[src/rtl/spi_pkg.sv]
// Shared types and constants for the SPI frame controller and its delay counter.
package spi_pkg;

  localparam int CHAR_LEN_MAX_DEF = 16;
  localparam int DLY_W            = 4;

  typedef enum logic [2:0] {
    ST_IDLE   = 3'd0,
    ST_SETUP  = 3'd1,
    ST_TXWAIT = 3'd2,
    ST_RUN    = 3'd3,
    ST_HOLD   = 3'd4,
    ST_GAP    = 3'd5
  } state_t;

  // A delay of N cycles is spent as N-1 counted cycles plus the exit cycle.
  // 0 and 1 therefore both mean "leave on the next cycle".
  function automatic logic [DLY_W-1:0] dly_load(input logic [DLY_W-1:0] cycles);
    return (cycles == '0) ? '0 : cycles - 4'd1;
  endfunction

endpackage

[src/rtl/spi_delay_cnt.sv]
// Loadable down-counter with zero flag, shared by the SETUP, HOLD and GAP phases.
module spi_delay_cnt
  import spi_pkg::*;
(
  input  logic             S_SYSCLK,
  input  logic             S_RESET,
  input  logic             load,
  input  logic [DLY_W-1:0] load_val,
  input  logic             dec,
  output logic             zero
);

  logic [DLY_W-1:0] count;

  always_ff @(posedge S_SYSCLK) begin
    if (S_RESET) begin
      count <= '0;
    end else if (load) begin
      count <= load_val;
    end else if (dec && (count != '0)) begin
      count <= count - 4'd1;
    end
  end

  assign zero = (count == '0);

endmodule

[src/rtl/spi_frame_ctrl.sv]
// Frame sequencer in front of the single-character SPI engine: CS timing, TX/RX streaming.
// Define SPI_CHAR_GAP_EN to add the S_CHAR_GAP input and an inter-character GAP state.
module spi_frame_ctrl
  import spi_pkg::*;
#(
  parameter int  CHAR_LEN_MAX = CHAR_LEN_MAX_DEF,
  parameter int  CS_W         = 2,
  parameter int  NCHAR_W      = 8,
  localparam int NUM_CS       = 2**CS_W
) (
  input  logic                    S_SYSCLK,
  input  logic                    S_RESET,
  input  logic                    S_ENABLE,
  input  logic                    S_CMD_VALID,
  output logic                    S_CMD_READY,
  input  logic [CS_W-1:0]         S_CMD_CS,
  input  logic [NCHAR_W-1:0]      S_CMD_NCHAR,
  input  logic [DLY_W-1:0]        S_CS_SETUP,
  input  logic [DLY_W-1:0]        S_CS_HOLD,
  input  logic                    S_TX_VALID,
  output logic                    S_TX_READY,
  input  logic [CHAR_LEN_MAX-1:0] S_TX_DATA,
  output logic                    S_RX_VALID,
  output logic [CHAR_LEN_MAX-1:0] S_RX_DATA,
  output logic                    S_BUSY,
  output logic                    S_FRAME_DONE,
  output logic                    S_FRAME_ABORT,
  output logic [NUM_CS-1:0]       S_SPI_CS_N,
  output logic                    S_CHAR_GO,
  input  logic                    S_CHAR_DONE,
  output logic [CHAR_LEN_MAX-1:0] S_WCHAR,
`ifdef SPI_CHAR_GAP_EN
  input  logic [DLY_W-1:0]        S_CHAR_GAP,
`endif
  input  logic [CHAR_LEN_MAX-1:0] S_RCHAR
);

  state_t                    state, state_d;
  logic [NCHAR_W-1:0]        remaining, remaining_d;
  logic [DLY_W-1:0]          hold_q, hold_d;

  logic                      cmd_ready_d, tx_ready_d, rx_valid_d, busy_d;
  logic                      frame_done_d, frame_abort_d, char_go_d;
  logic [NUM_CS-1:0]         cs_n_d;
  logic [CHAR_LEN_MAX-1:0]   rx_data_d, wchar_d;

  logic                      cnt_load, cnt_dec, cnt_zero;
  logic [DLY_W-1:0]          cnt_val;

  spi_delay_cnt u_delay (
    .S_SYSCLK (S_SYSCLK),
    .S_RESET  (S_RESET),
    .load     (cnt_load),
    .load_val (cnt_val),
    .dec      (cnt_dec),
    .zero     (cnt_zero)
  );

  always_ff @(posedge S_SYSCLK) begin
    if (S_RESET) begin
      state <= ST_IDLE;
    end else begin
      state <= state_d;
    end
  end

  always_comb begin
    state_d       = state;
    remaining_d   = remaining;
    hold_d        = hold_q;
    rx_valid_d    = 1'b0;
    rx_data_d     = S_RX_DATA;
    busy_d        = S_BUSY;
    frame_done_d  = 1'b0;
    frame_abort_d = 1'b0;
    cs_n_d        = S_SPI_CS_N;
    char_go_d     = S_CHAR_GO;
    wchar_d       = S_WCHAR;
    cnt_load      = 1'b0;
    cnt_val       = '0;
    cnt_dec       = 1'b0;

    // Dropping enable kills the frame from any active state, including a character in flight.
    if ((state != ST_IDLE) && !S_ENABLE) begin
      state_d       = ST_IDLE;
      char_go_d     = 1'b0;
      cs_n_d        = '1;
      busy_d        = 1'b0;
      frame_abort_d = 1'b1;
    end else begin
      case (state)
        ST_IDLE: begin
          if (S_CMD_VALID && S_CMD_READY && S_ENABLE) begin
            remaining_d = S_CMD_NCHAR;
            hold_d      = S_CS_HOLD;
            cnt_load    = 1'b1;
            cnt_val     = dly_load(S_CS_SETUP);
            busy_d      = 1'b1;
            cs_n_d      = ~(NUM_CS'(1) << S_CMD_CS);
            state_d     = ST_SETUP;
          end
        end
        ST_SETUP: begin
          if (cnt_zero) begin
            state_d = ST_TXWAIT;
          end else begin
            cnt_dec = 1'b1;
          end
        end
        ST_TXWAIT: begin
          if (S_TX_VALID && S_TX_READY) begin
            wchar_d   = S_TX_DATA;
            char_go_d = 1'b1;
            state_d   = ST_RUN;
          end
        end
        ST_RUN: begin
          if (S_CHAR_DONE) begin
            char_go_d  = 1'b0;
            rx_data_d  = S_RCHAR;
            rx_valid_d = 1'b1;
            if (remaining == '0) begin
              cnt_load = 1'b1;
              cnt_val  = dly_load(hold_q);
              state_d  = ST_HOLD;
            end else begin
              remaining_d = remaining - NCHAR_W'(1);
`ifdef SPI_CHAR_GAP_EN
              if (S_CHAR_GAP != '0) begin
                cnt_load = 1'b1;
                cnt_val  = dly_load(S_CHAR_GAP);
                state_d  = ST_GAP;
              end else begin
                state_d = ST_TXWAIT;
              end
`else
              state_d = ST_TXWAIT;
`endif
            end
          end
        end
        ST_HOLD: begin
          if (cnt_zero) begin
            cs_n_d       = '1;
            busy_d       = 1'b0;
            frame_done_d = 1'b1;
            state_d      = ST_IDLE;
          end else begin
            cnt_dec = 1'b1;
          end
        end
`ifdef SPI_CHAR_GAP_EN
        ST_GAP: begin
          if (cnt_zero) begin
            state_d = ST_TXWAIT;
          end else begin
            cnt_dec = 1'b1;
          end
        end
`endif
        default: state_d = ST_IDLE;
      endcase
    end

    // Handshake readies follow the state being entered so they are valid as soon as it is.
    cmd_ready_d = S_ENABLE && (state_d == ST_IDLE);
    tx_ready_d  = (state_d == ST_TXWAIT);
  end

  always_ff @(posedge S_SYSCLK) begin
    if (S_RESET) begin
      remaining     <= '0;
      hold_q        <= '0;
      S_CMD_READY   <= 1'b0;
      S_TX_READY    <= 1'b0;
      S_RX_VALID    <= 1'b0;
      S_RX_DATA     <= '0;
      S_BUSY        <= 1'b0;
      S_FRAME_DONE  <= 1'b0;
      S_FRAME_ABORT <= 1'b0;
      S_SPI_CS_N    <= '1;
      S_CHAR_GO     <= 1'b0;
      S_WCHAR       <= '0;
    end else begin
      remaining     <= remaining_d;
      hold_q        <= hold_d;
      S_CMD_READY   <= cmd_ready_d;
      S_TX_READY    <= tx_ready_d;
      S_RX_VALID    <= rx_valid_d;
      S_RX_DATA     <= rx_data_d;
      S_BUSY        <= busy_d;
      S_FRAME_DONE  <= frame_done_d;
      S_FRAME_ABORT <= frame_abort_d;
      S_SPI_CS_N    <= cs_n_d;
      S_CHAR_GO     <= char_go_d;
      S_WCHAR       <= wchar_d;
    end
  end

endmodule
[config.mk]
export PLATFORM = sky130hd
export DESIGN_NAME = spi_frame_ctrl
export DESIGN_NICKNAME = d
export VERILOG_FILES = /design/src/rtl/spi_pkg.sv /design/src/rtl/spi_delay_cnt.sv /design/src/rtl/spi_frame_ctrl.sv
export SDC_FILE = /design/constraint.sdc
export NUM_CORES = 1
export LEC_CHECK = 0
export ABC_AREA = 1
export ABC_CLOCK_PERIOD_IN_PS = 4770
export CORE_UTILIZATION = 50
export CTS_BUF_LIST = sky130_fd_sc_hd__clkbuf_4 sky130_fd_sc_hd__clkbuf_8
export DETAILED_ROUTE_END_ITERATION = 10
export HOLD_SLACK_MARGIN = 0.05
export PLACE_DENSITY = 0.92
export SYNTH_ARGS = -nofsm -noshare
export SYNTH_HDL_FRONTEND = slang
export SYNTH_HIERARCHICAL = 1
export SYNTH_SLANG_ARGS = --single-unit
[constraint.sdc]
create_clock -name S_SYSCLK -period 4.77 [get_ports S_SYSCLK]
set_input_delay 0.954 -clock S_SYSCLK [delete_from_list [all_inputs] [get_ports S_SYSCLK]]
set_output_delay 0.954 -clock S_SYSCLK [all_outputs]
set_load 0.005 [all_outputs]
# --- After elaboration in Yosys (flattened, before gate mapping) ---
# Index checks and enable logic that the tools add are counted.
word_totals:
  reg_bits: 62
  out_inout_bits: 43
op_classes:
  add_sub_neg: 4
  n_eq_ne: 10
  shift: 1
  n_mux: 41
  n_bitwise: 4
  n_reduce_logical: 29
ops:
  columns: ["operator", "n"]
  rows:
  - ["two-way mux 4 bit", 10]
  - ["two-way mux 8 bit", 3]
  - ["two-way mux 3 bit", 7]
  - ["one-hot mux 4 bit (2 select lines)", 2]
  - ["one-hot mux 8 bit (2 select lines)", 1]
  - ["one-hot mux 3 bit (5 select lines)", 1]
  - ["AND reduction 3 bit", 5]
  - ["two-way mux 1 bit", 14]
  - ["zero test 4 bit", 3]
  - ["subtractor 4 x 1 -> 4 bit (second input constant)", 3]
  - ["inequality test 2 bit (second input constant)", 5]
  - ["equality test 3 x 2 -> 1 bit (second input constant)", 3]
  - ["zero test 8 bit", 1]
  - ["nonzero test 2 bit", 4]
  - ["subtractor 8 x 1 -> 8 bit (second input constant)", 1]
  - ["logical AND 1 bit", 6]
  - ["zero test 3 bit", 2]
  - ["one-hot mux 1 bit (2 select lines)", 3]
  - ["OR reduction 3 bit", 2]
  - ["AND reduction 5 bit", 1]
  - ["NOT 4 bit", 1]
  - ["nonzero test 4 bit", 1]
  - ["OR reduction 2 bit", 2]
  - ["left shift 1 x 2 -> 4 bit (first input constant)", 1]
  - ["other kinds (5)", 7]

# --- Logic depth before layout (Yosys ltp) ---
logic_depth:
  ltp_word: 7
  depth_mapped: 12

# --- By module ---
# Netlist, hierarchy kept.
by_module_without_submodules:
  columns: ["module", "n_inst", "cells_each", "area_each_um2", "seq_area_each_um2"]
  rows:
  - ["spi_frame_ctrl", 1, 385, 2825.2, 1161.1]
  - ["spi_delay_cnt", 1, 41, 274.0, 80.1]

# --- Worst setup path before layout ---
# No wires, ideal clock.
synth_path:
  path_kind: "input to register"
  start: "input S_ENABLE"
  end: "register u_delay.count[3]"
  arrival_time_ns: 2.061
  t_required_ns: 4.655
  slack_ns: 2.594
  stages: 9
  path_buffers: 1
  cell_sequence: "nand3_1 nor2_4 inv_4 buf_6 o21ai_0 inv_2 or2_0 nand3_1 a21oi_2"
synth_via:
  elab_chain_len: 5
synth_rtl:
  columns: ["element", "line", "text"]
  rows:
  - ["start, declared", "spi_frame_ctrl.sv:13", "input logic S_ENABLE,"]
  - ["logical AND 1 bit", "spi_frame_ctrl.sv:93", "if (S_CMD_VALID && S_CMD_READY && S_ENABLE) begin"]
  - ["two-way mux 1 bit", "spi_frame_ctrl.sv:93", null]
  - ["one-hot mux 1 bit (2 select lines)", "spi_frame_ctrl.sv:91", "case (state)"]
  - ["two-way mux 1 bit (*)", "spi_frame_ctrl.sv:84", "if ((state != ST_IDLE) && !S_ENABLE) begin"]
  - ["via cnt_load", "spi_frame_ctrl.sv:47", "logic cnt_load, cnt_dec, cnt_zero;"]
  - ["two-way mux 4 bit / nonzero test 2 bit (equally long branches)", null, null]
  - ["end signal, assigned", "spi_delay_cnt.sv:19", "count <= load_val;"]
  - ["end signal, assigned", "spi_delay_cnt.sv:21", "count <= count - 4'd1;"]
  - ["end, declared", "spi_delay_cnt.sv:13", "logic [DLY_W-1:0] count;"]
# Mark *: on every way through the listed nets, which the timed path passes. The rest lies on a longest branch.
# A chain may end at the register's enable or synchronous reset.

==> flow_summary_export.csv <==
group,metric,value,unit
drt,drtIter0Drc,105,
drt,wl_per_cell,13.1,um
drt,drt-total-wl,7900,um
critical_path,worstSetupPathType,"in -> reg",
critical_path,cp_data_required_time,5.05,ns
floorplan,fp-row-count,28,
floorplan,start_util,52.0,%
timing,setup_violations,0,
cts,insertion_delay,0.35,ns
cells_and_area,post-route-util,72.1,%
floorplan,core-area,0.00596,mm2
critical_path,path_depth,4,
power,max-vdd-ir-drop,214,uV
drt,vias,3062,
timing,rsz0062_at_grt,"false",
critical_path,crit_slowest_cell,"inv_1",
critical_path,r2r_setup_slack,2.58,ns
global_route,grt_first_pass_wirelength,13000,um
logic_synthesis,synth_top_area_share,40.0,%
cts,postCtsHoldBufs,0,
floorplan,die_h,80.7,um
critical_path,max_stage_delay,0.89,ns
logic_synthesis,synth_nets,488,
power,power.total,1180,uW
floorplan,fp.dieW,80.7,um
timing,tns,0,ns
power,netSwitchingPower,288,uW
global_route,top_usage_layer,"met2",
logic_synthesis,yosysTopAreaCell,"dfxtp_1",
critical_path,worstPathArrival,2.86,ns
floorplan,dieArea,0.00652,mm2
cts,cts_buffer_depth,2,
global_route,grt_pass1_vias,3041,
placed_design,gp_congestion,0.841,
timing,slew_viol_final,0,
timing,skew,0.0104,ns
power,power_leakage,0.00182,uW
critical_path,reg2reg_to,"u_delay/count[3]",
run,cap_viol_max_count,0,
global_route,grt_max_degree,44,
global_route,gr-usage-met2,45.5,%
logic_synthesis,ys_ff_latch,62,
cts,cts-resized-gates,0,
cts,cts_buffers,9,
cts,root_buffer,"clkbuf_8",
drt,drt_first_pass_iters,4,
logic_synthesis,synth_warnings,6,
outcome,outcome,"finished clean",
cts,postCtsSetupBuffers,0,
placed_design,numPortBuffers,98,
power,clock_power_share,43.3,%
logic_synthesis,ys_seq_area_share,40.0,%
critical_path,worstRegToRegCells,10,
cts,clk_pin_slew,0.06,ns
critical_path,cp.buffers_inverters,2,
timing,fin_crit,2.59,ns
timing,max_slew_margin,27.7,%
critical_path,crit_fanout,43,
power,p_int,895,uW
critical_path,startpoint_type,"input pin",
power,power_density,276,mW/mm2
critical_path,reg2reg_from,"state[0]",
logic_synthesis,ys_types,36,
logic_synthesis,syn-cell-area,0.00310,mm2
power,switching_share,24.3,%
critical_path,cp-end-kind,"flip-flop",
drt,drc,0,
cells_and_area,areaGrowthSynthToFinish,38.5,%
floorplan,io_pins,99,
logic_synthesis,synth-edff-count,0,
critical_path,crit_start,"S_RESET",
global_route,antenna_found_initial,0,
global_route,grt_use_met1,29.0,%
timing,worstMarginPinSlew,1.08,ns
global_route,use_met3,8.43,%
timing,max_freq,387,MHz
timing,holdWs,0.479,ns
cts,htreeDepth,3,
logic_synthesis,synth.area.top_cells,"dfxtp_1 40%, nor2_1 13%, nand2_1 7.0%",
cts,cts.sinks,62,
power,p_comb_share,11.7,%
global_route,overflow,0,
cells_and_area,drive_above_1_share,12.3,%
critical_path,cp-endpoint,"S_WCHAR[3]",
timing,fin_crit_sh,54.2,%
critical_path,crit_chain,"clkdlybuf4s50_1, inv_1, o21ai_0, nor2_1",
logic_synthesis,synth_cells,426,
logic_synthesis,synthFlopType,"dfxtp_1",
cells_and_area,fin_nets,585,
cells_and_area,diodes,0,
logic_synthesis,avgSynthCellArea,7.28,um2
placed_design,dp_hpwl,5740,um
timing,hold_viol_final,0,
drt,ant_nets,0,
global_route,gr-usage-all-layers,26.3,%
critical_path,cpLargestDelayFamily,"buffers and inverters",
cts,tritoncts,"yes",
drt,via_per_inst,5.09,
power,power_frac_seq,45.0,%
worst_hold_path,hp-class,"reg -> reg",
logic_synthesis,async_flop_share,0,%
## cells by family after synthesis
logic type	after synthesis	synth area share [%]
compound gates	67	11.6
xor+xnor	4	1.13
fa+ha+maj	6	2.42
buf+inv	55	8.84
flops	62	40.0
simple gates	232	35.9
## cell type report
type,instances,area (um2)
timing repair buffer,98,981
multi-input combinational,309,1580
clock inverter,5,83.8
tap,75,93.8
inverter,43,176
clock buffer,10,131
sequential,62,1240
fill,441,1660
## worst register-to-register path, cell delays in order, from the launching register on
cell and delay, ns:
dfxtp_1 0.45, nand2_1 0.13, nor2_4 0.27, nand2_2 0.13, clkinv_2 0.09, nand2_1 0.11, o21ai_0 0.32, inv_2 0.15
or2_0 0.24, nand3_1 0.12, a21oi_2 0.06
## layout by cell type (no fill, tap or decap), drive strengths merged, types with 3 or more instances in the layout
master,count
a21oi,11
clkdlybuf4s50,98
ha,6
inv,42
clkbuf,10
xor2,3
nand2,70
nor3,3
dfxtp,62
nor2,121
o21ai,53
nand3,29
or2,5
## cell usage after synthesis (2+ instances only)
library cell / n
nor3_1: 3
nor2_2: 14
inv_1: 31
inv_4: 3
o21ai_1: 22
o31ai_1: 2
inv_2: 6
nand3b_1: 2
nor2_1: 104
nor2_4: 2
buf_6: 6
dfxtp_1: 62
clkinv_2: 2
o21ai_0: 30
xor2_1: 3
or2_2: 3
ha_1: 6
a21oi_1: 9
clkbuf_1: 4
nand2_8: 3
nand2_4: 5
nand2_1: 58
a21oi_2: 2
nand2_2: 4
nand3_2: 3
nand4_1: 2
nand3_1: 26
## power groups by stage
stage / clock [uW] / combinational [uW] / sequential (uW)
after global routing: 541 / 154 / 532
after detailed placement: 0 / 136 / 543
final: 512 / 138 / 532
after global placement: 0 / 132 / 543
after CTS: 518 / 138 / 532
after floorplan: 0 / 70.3 / 542
## registers in the layout, indices dropped and copies added (netlist names)
name           flops
u_delay/count      4
state              3
S_FRAME_DONE       1
S_BUSY             1
S_TX_READY         1
S_FRAME_ABORT      1
S_SPI_CS_N         4
S_WCHAR           16
S_RX_VALID         1
S_CHAR_GO          1
remaining          8
hold_q             4
S_CMD_READY        1
S_RX_DATA         16
## per-layer routing
metal | vias to the layer above | wire [um]
li1 | 1549 | -
met4 | 0 | 155
met2 | 105 | 3900
met5 | - | 0
met3 | 17 | 688
met1 | 1391 | 3160
## stage by stage
stage          cell area [um2]  std cells  worst slack, ns
2_1_floorplan             3100        426             2.59
3_3_place_gp              4080        587             1.90
3_5_place_dp              4080        587             1.85
4_1_cts                   4290        602             2.18
5_1_grt                   4290        602             1.93
6_report                  4290        602             2.18
## how the worst min path moves through the flow
stage                     slack [ns]          start  cells after the start       endpoint
after detailed placement        0.47  S_SPI_CS_N[2]                      2  S_SPI_CS_N[2]
after global placement          0.45         S_BUSY                      2         S_BUSY
after CTS                       0.48      S_CHAR_GO                      2      S_CHAR_GO
after global routing            0.51      S_CHAR_GO                      2      S_CHAR_GO
after floorplan                 0.46         S_BUSY                      2         S_BUSY
final                           0.48      S_CHAR_GO                      2      S_CHAR_GO
(Power assumes the default switching activity.)
